[src/rtl/lcr580_bus_arbiter.sv]
// Shared-RAM arbiter between a stepped CPU and a DMA requester.
// The four-state slot machine interleaves CPU steps with bounded DMA bursts.
module lcr580_bus_arbiter #(
    parameter int unsigned BURST = 4
) (
    input  logic        clock,
    input  logic        reset_n,
    input  logic        run,
    input  logic [15:0] cpu_address,
    input  logic [7:0]  cpu_out,
    input  logic        cpu_we,
    output logic [7:0]  cpu_in,
    output logic        cpu_ce,
    input  logic        dma_req,
    input  logic [15:0] dma_address,
    input  logic        dma_we,
    input  logic [7:0]  dma_wdata,
    output logic        dma_ack,
    output logic [7:0]  dma_rdata,
    output logic [15:0] mem_address,
    output logic [7:0]  mem_wdata,
    output logic        mem_we,
    input  logic [7:0]  mem_rdata
);

    // The top encoding bit marks the DMA-owned slots, so it steers the RAM muxes.
    typedef enum logic [1:0] {
        ST_CA = 2'b00,
        ST_CE = 2'b01,
        ST_DA = 2'b10,
        ST_DD = 2'b11
    } state_t;

    localparam logic [3:0] BURST_LIM = 4'(BURST);

    state_t     state_q;
    state_t     state_d;
    logic [3:0] burst_cnt_q;
    logic [3:0] burst_inc;
    logic       cpu_ce_q;
    logic       dma_ack_q;
    logic [7:0] cpu_in_q;
    logic [7:0] dma_rdata_q;
    logic       dma_side;

    assign burst_inc = (burst_cnt_q == 4'hF) ? 4'hF : burst_cnt_q + 4'd1;
    assign dma_side  = state_q[1];

    always_comb begin
        state_d = state_q;
        case (state_q)
            ST_CA: begin
                if (run) begin
                    state_d = ST_CE;
                end else if (dma_req) begin
                    state_d = ST_DA;
                end else begin
                    state_d = ST_CA;
                end
            end
            ST_CE: state_d = dma_req ? ST_DA : ST_CA;
            ST_DA: state_d = ST_DD;
            ST_DD: begin
                // A stalled CPU cannot be starved, so the burst limit only applies while running.
                if (dma_req && ((burst_inc < BURST_LIM) || !run)) begin
                    state_d = ST_DA;
                end else begin
                    state_d = ST_CA;
                end
            end
            default: state_d = ST_CA;
        endcase
    end

    always_ff @(posedge clock or negedge reset_n) begin
        if (!reset_n) begin
            state_q     <= ST_CA;
            burst_cnt_q <= 4'd0;
            cpu_ce_q    <= 1'b0;
            dma_ack_q   <= 1'b0;
            cpu_in_q    <= 8'h00;
            dma_rdata_q <= 8'h00;
        end else begin
            state_q   <= state_d;
            cpu_ce_q  <= (state_d == ST_CE);
            dma_ack_q <= (state_d == ST_DD);
            if (state_q == ST_CE) begin
                burst_cnt_q <= 4'd0;
                cpu_in_q    <= mem_rdata;
            end
            if (state_q == ST_DD) begin
                burst_cnt_q <= burst_inc;
                dma_rdata_q <= mem_rdata;
            end
        end
    end

    // Read data passes straight through during its own slot and is held afterwards.
    assign cpu_ce      = cpu_ce_q;
    assign dma_ack     = dma_ack_q;
    assign cpu_in      = cpu_ce_q ? mem_rdata : cpu_in_q;
    assign dma_rdata   = dma_ack_q ? mem_rdata : dma_rdata_q;
    assign mem_address = dma_side ? dma_address : cpu_address;
    assign mem_wdata   = dma_side ? dma_wdata : cpu_out;
    assign mem_we      = ((state_q == ST_CA) && cpu_we && run) ||
                         ((state_q == ST_DA) && dma_we);

endmodule
[config.mk]
export PLATFORM = sky130hd
export DESIGN_NAME = lcr580_bus_arbiter
export DESIGN_NICKNAME = d
export VERILOG_FILES = /design/src/rtl/lcr580_bus_arbiter.sv
export SDC_FILE = /design/constraint.sdc
export NUM_CORES = 1
export LEC_CHECK = 0
export CAP_MARGIN = 20
export CORE_MARGIN = 8
export CORE_UTILIZATION = 43
export CTS_CLUSTER_DIAMETER = 100
export DETAILED_ROUTE_END_ITERATION = 6
export DONT_BUFFER_PORTS = 1
export PLACE_DENSITY_LB_ADDON = 0.25
export SETUP_SLACK_MARGIN = 0.3
export SYNTH_ARGS = -nofsm -noshare
export SYNTH_HDL_FRONTEND = slang
export SYNTH_SLANG_ARGS = --single-unit
[constraint.sdc]
create_clock -name clock -period 1.7 [get_ports clock]
set_input_delay 0.34 -clock clock [delete_from_list [all_inputs] [get_ports clock]]
set_output_delay 0.34 -clock clock [all_outputs]
set_load 0.02 [all_outputs]
==> results of run 1 <==
[synthesized netlist by cell type]
library cell / n / area share, %
a31oi_1: 2 / 0.84
mux2_2: 40 / 30
mux2_1: 8 / 6.1
nand4_1: 1 / 0.42
nand3b_1: 1 / 0.51
o31ai_1: 1 / 0.51
nor2b_1: 3 / 1.3
a211oi_1: 1 / 0.51
a21oi_1: 4 / 1.3
a21boi_0: 1 / 0.51
nor2_1: 3 / 0.76
a211oi_2: 1 / 0.84
o21ai_0: 1 / 0.34
nor3_1: 1 / 0.34
inv_1: 3 / 0.76
nand2b_1: 1 / 0.42
buf_6: 2 / 1.5
buf_4: 1 / 0.51
ha_1: 1 / 0.84
nand2_1: 27 / 6.8
nand2_4: 1 / 0.76
dfrtp_1: 24 / 40
nor3b_1: 1 / 0.51
buf_2: 5 / 1.7
o22ai_1: 2 / 0.84
clkbuf_1: 1 / 0.25
[cell type report]
| cell class | count | area [µm²] | share of cell area, % |
|---|---|---|---|
| Tap cell | 46 | 57.56 | 3.244 |
| Inverter | 3 | 11.26 | 0.6347 |
| Sequential cell | 24 | 603.1 | 33.99 |
| Clock buffer | 3 | 22.52 | 1.269 |
| Multi-Input combinational cell | 101 | 915.9 | 51.62 |
| Timing Repair Buffer | 16 | 163.9 | 9.238 |
[critical path, cell delays in order (launching register included)]
cell     delay (ns)
dfrtp_1        0.39
buf_6          0.20
mux2_2         0.42
[worst paths after layout]
check                           depth (start not counted)    startpoint             end
worst max-delay path                                    2    state_q[1]  mem_address[6]
worst min-delay path                                    2  mem_rdata[6]     cpu_in_q[6]
worst max register to register                          5    state_q[1]      state_q[1]
worst min register to register                          2   cpu_in_q[1]     cpu_in_q[1]
max in group asynchronous                               2       reset_n         dma_ack
min in group asynchronous                               1       reset_n  dma_rdata_q[2]
[per-layer routing]
metal | part of all wire [%] | track usage, % | vias up
met4 | 0 | 1.957 | 0
li1 | - | - | 505
met2 | 52 | 21.01 | 35
met5 | 0 | 0 | -
met1 | 41 | 18.46 | 529
met3 | 6.9 | 4.128 | 0
[flip-flops by register name (all words and copies together) (netlist names)]
name / count
cpu_ce: 1
dma_rdata_q: 8
state_q: 2
cpu_in_q: 8
dma_ack: 1
burst_cnt_q: 4
[metrics by stage]
step | hold WS (ns) | area [µm²] | power (mW) | setup slack (ns)
after floorplan | 0.04441 | 1495 | 2.752 | 0.3103
after global placement | 0.04526 | 1554 | 3.000 | 0.3252
after detailed placement | 0.04528 | 1554 | 3.044 | 0.3254
after CTS | 0.1252 | 1735 | 3.625 | 0.02659
after global routing | 0.1168 | 1774 | 3.861 | -0.02315
final | 0.1322 | 1774 | 3.631 | 0.03472
[kinds of logic after synthesis]
| kind of cell | share of synthesized area (%) |
|---|---|
| multiplexers | 36.43 |
| AO/OA/AOI/OAI | 5.733 |
| flip-flops | 40.47 |
| AND/OR/NAND/NOR | 11.81 |
| buffers and inverters | 4.721 |
| adder cells (fa/ha/maj) | 0.8430 |
[timing repair]
| item | in CTS | in global routing |
|---|---|---|
| hold buffers | 1 | 0 |
| endpoints found under the hold margin | 24 | 0 |
| cloned | 0 | 0 |
| setup buffers | 6 | 0 |
| gates resized for setup | 31 | 5 |
| setup endpoints to repair | 43 | 44 |
[report_power, final]
group          internal [mW]  switching [mW]  total (mW)
Sequential             0.843           0.196        1.04
Clock                 0.0826           0.156       0.239
Combinational           1.06            1.29        2.35
==> reports/qor.yml, run 1 <==
status: "completed"
rows: 21
ys_types: 26
path_max_fanout: 20
gp_congestion: 0.7019
avgSynthCellArea_um2: 10.83
r2r_setup_slack_ns: 0.39
grt_usage_pct: 13.60
dp_hpwl_um: 3235
worst_setup_path_end_kind: "primary output"
cap_viol_max_count: 0
grt_pass1_vias: 1059
fin_crit_sh_pct: 97.96
fmax_mhz: 600.5
synth_warnings: 0
seq_area_frac_synth_pct: 40.47
vdd_ir_drop_max_v: 0.0007109
relSlewSlack_pct: 65.02
final_common_cell: "nand2_1"
grt_setup_unrepaired: "yes"
setup_tns_ns: 0
final_core_util_pct: 53.17
grt_pass1_wl_um: 5878
min_path_type: "in -> reg"
num_antenna_cells: 0
overflow: 0
wl_um: 4169
clk_latency_ns: 0.30
fin_nets: 212
crit_arrival_ns: 1.33
ys_ff_latch: 24
setup_violations: 0
die-area_mm2: 0.005587
cp-start-kind: "flop"
hold_viol_final: 0
postSynthCellCount: 137
power.density_mw_per_mm2: 2047
crit_required_ns: 1.36
synth_fp_nets: 200
cts_buffers: 3
drc: 0
core_mm2: 0.003337
wl_per_cell_um: 21.60
cts_tree: "done"
die_w_um: 74.75
layout_common_cells: "27 x nand2_1, 22 x dfrtp_1, 21 x mux2_4"
stdcell_count: 193
htree_levels: 1
skew_ns: 0.006213
port_buffers: 0
report.final.slew_viol_count: 0
grt_max_degree: 25
n_fill_cell: 289
cts.clk_slew.worst_paths_ns: 0.12
cts_sinks: 24
drive_above_1_share_pct: 43.54
post-place-cells: 182
leakage_nw: 0.7984
vias: 1069
finalCriticalPeriod_ns: 1.665
final_antenna_net_count: 0
die_height_um: 74.75
worstMarginPinSlew_ns: 0.5230
worst-setup-path-type: "reg -> out"
clockRootBuffer: "clkbuf_4"
cts_max_path_buffers: 2
drt-initial-drc-count: 30
synth.cell_area_mm2: 0.001484
vias_per_cell: 5.539
initial_utilization_pct: 44.47
io_pins: 105
drtPass1Iterations: 4
antenna_found_initial: 0
area_growth_pct: 19.56
No activity file was read; power rests on OpenSTA's default activity.
==> run 2, diff against run 1 <==
- PLACE_DENSITY: default -> 0.58
- PLACE_DENSITY_LB_ADDON: 0.25 -> default
- SLEW_MARGIN: default -> 15
- clock period: 1.7 -> 1.9 ns (I/O delays scaled with it)
==> reports/qor.yml, run 2 (same netlist as run 1, synthesis figures left out) <==
gp_congestion: 0.7432
clk_latency_ns: 0.30
drc: 0
grt_pass1_vias: 1178
n_fill_cell: 304
setup_violations: 0
grt_pass1_wl_um: 5940
drt-initial-drc-count: 54
cts.clk_slew.worst_paths_ns: 0.12
wl_per_cell_um: 20.80
crit_required_ns: 1.52
dp_hpwl_um: 3208
io_pins: 105
core_mm2: 0.003337
final_core_util_pct: 51.59
cts_max_path_buffers: 2
die_w_um: 74.75
relSlewSlack_pct: 64.65
clockRootBuffer: "clkbuf_4"
cap_viol_max_count: 0
die_height_um: 74.75
drtPass1Iterations: 4
final_common_cell: "nand2_1"
grt_usage_pct: 13.54
setup_tns_ns: 0
initial_utilization_pct: 44.47
cts_sinks: 24
grt_max_degree: 25
min_path_type: "in -> async"
final_antenna_net_count: 0
vdd_ir_drop_max_v: 0.0007500
antenna_found_initial: 0
worst-setup-path-type: "reg -> out"
die-area_mm2: 0.005587
dpl_cell_area_mm2: 0.001548
htree_levels: 1
grt_setup_unrepaired: "yes"
power.density_mw_per_mm2: 1849
finalPower_mw: 3.184
fin_nets: 210
vias_per_cell: 5.628
cp-start-kind: "flop"
finalCriticalPeriod_ns: 1.688
layout_common_cells: "27 x nand2_1, 22 x mux2_4, 21 x dfrtp_1"
drive_above_1_share_pct: 42.76
port_buffers: 0
cts_tree: "done"
overflow: 0
cts_buffers: 3
design_area_mm2: 0.001722
status: "completed"
fin_ws_ns: 0.2118
dp_slack_ns: 0.3360
leakage_nw: 0.7890
worstMarginPinSlew_ns: 0.5303
hold_viol_final: 0
largestRegisters: "cpu_in_q x8, dma_rdata_q x8, burst_cnt_q x4"
skew_ns: 0.001096
fin_crit_sh_pct: 88.85
report.final.slew_viol_count: 0
num_antenna_cells: 0
worst_setup_path_end_kind: "primary output"
crit_arrival_ns: 1.31
fmax_mhz: 592.3
wl_um: 3973
area_growth_pct: 16.02
vias: 1075
path_max_fanout: 20
rows: 21
[run 2: cell count changes in the layout (fill, tap and decap cells not counted), sizes merged]
cell / delta
buf: -1
dlygate4sd3: -1
[run 2: repair_timing]
action / in CTS / in global routing
resized for setup: 15 / 17
pin swaps: 0 / 0
hold buffers: 1 / 0
endpoints found under the hold margin: 24 / 0
gates cloned: 0 / 0
setup endpoints to repair: 41 / 41
buffers inserted: 6 / 0
[run 2: critical path: stages (launching register included)]
cell     delay [ns]
dfrtp_2        0.43
buf_12         0.16
mux2_2         0.41
[run 2: cell type report]
class	count	area (µm²)	area share, %
Tap cell	46	57.56	3.343
Sequential cell	24	604.3	35.10
Inverter	3	11.26	0.6541
Multi-Input combinational cell	101	895.9	52.03
Timing Repair Buffer	14	130.1	7.558
Clock buffer	3	22.52	1.308
[run 2: path summary, 6_finish.rpt]
kind                           startpoint               to  slack, ns  cells past startpoint
setup / recovery               state_q[1]  mem_address[10]       0.21                      2
hold / removal                    reset_n   dma_rdata_q[4]       0.04                      1
setup reg to reg           burst_cnt_q[0]       state_q[1]       0.53                      4
hold reg to reg               cpu_in_q[6]      cpu_in_q[6]       0.49                      2
max in group asynchronous         reset_n       state_q[1]       1.48                      1
min in group clock           mem_rdata[6]      cpu_in_q[6]       0.18                      2
[run 2: layer usage]
layer | GRT usage, % | vias up | routed length [µm]
met5 | 0 | - | 0
met1 | 15.15 | 496 | 1474
met3 | 6.258 | 10 | 464
li1 | - | 499 | -
met2 | 21.88 | 70 | 1942
met4 | 5.217 | 0 | 91
[run 2: where the power goes]
part | total, mW | internal, mW | switching [mW]
combinational | 2.02 | 0.924 | 1.09
sequential | 0.955 | 0.757 | 0.199
clock | 0.210 | 0.0740 | 0.136
[run 2: per-stage QoR]
stage                     hold slack [ns]  cells
after detailed placement          0.08531    181
after global placement            0.08529    181
after CTS                          0.1671    191
after floorplan                   0.08441    137
final                             0.03676    191
after global routing              0.05356    191
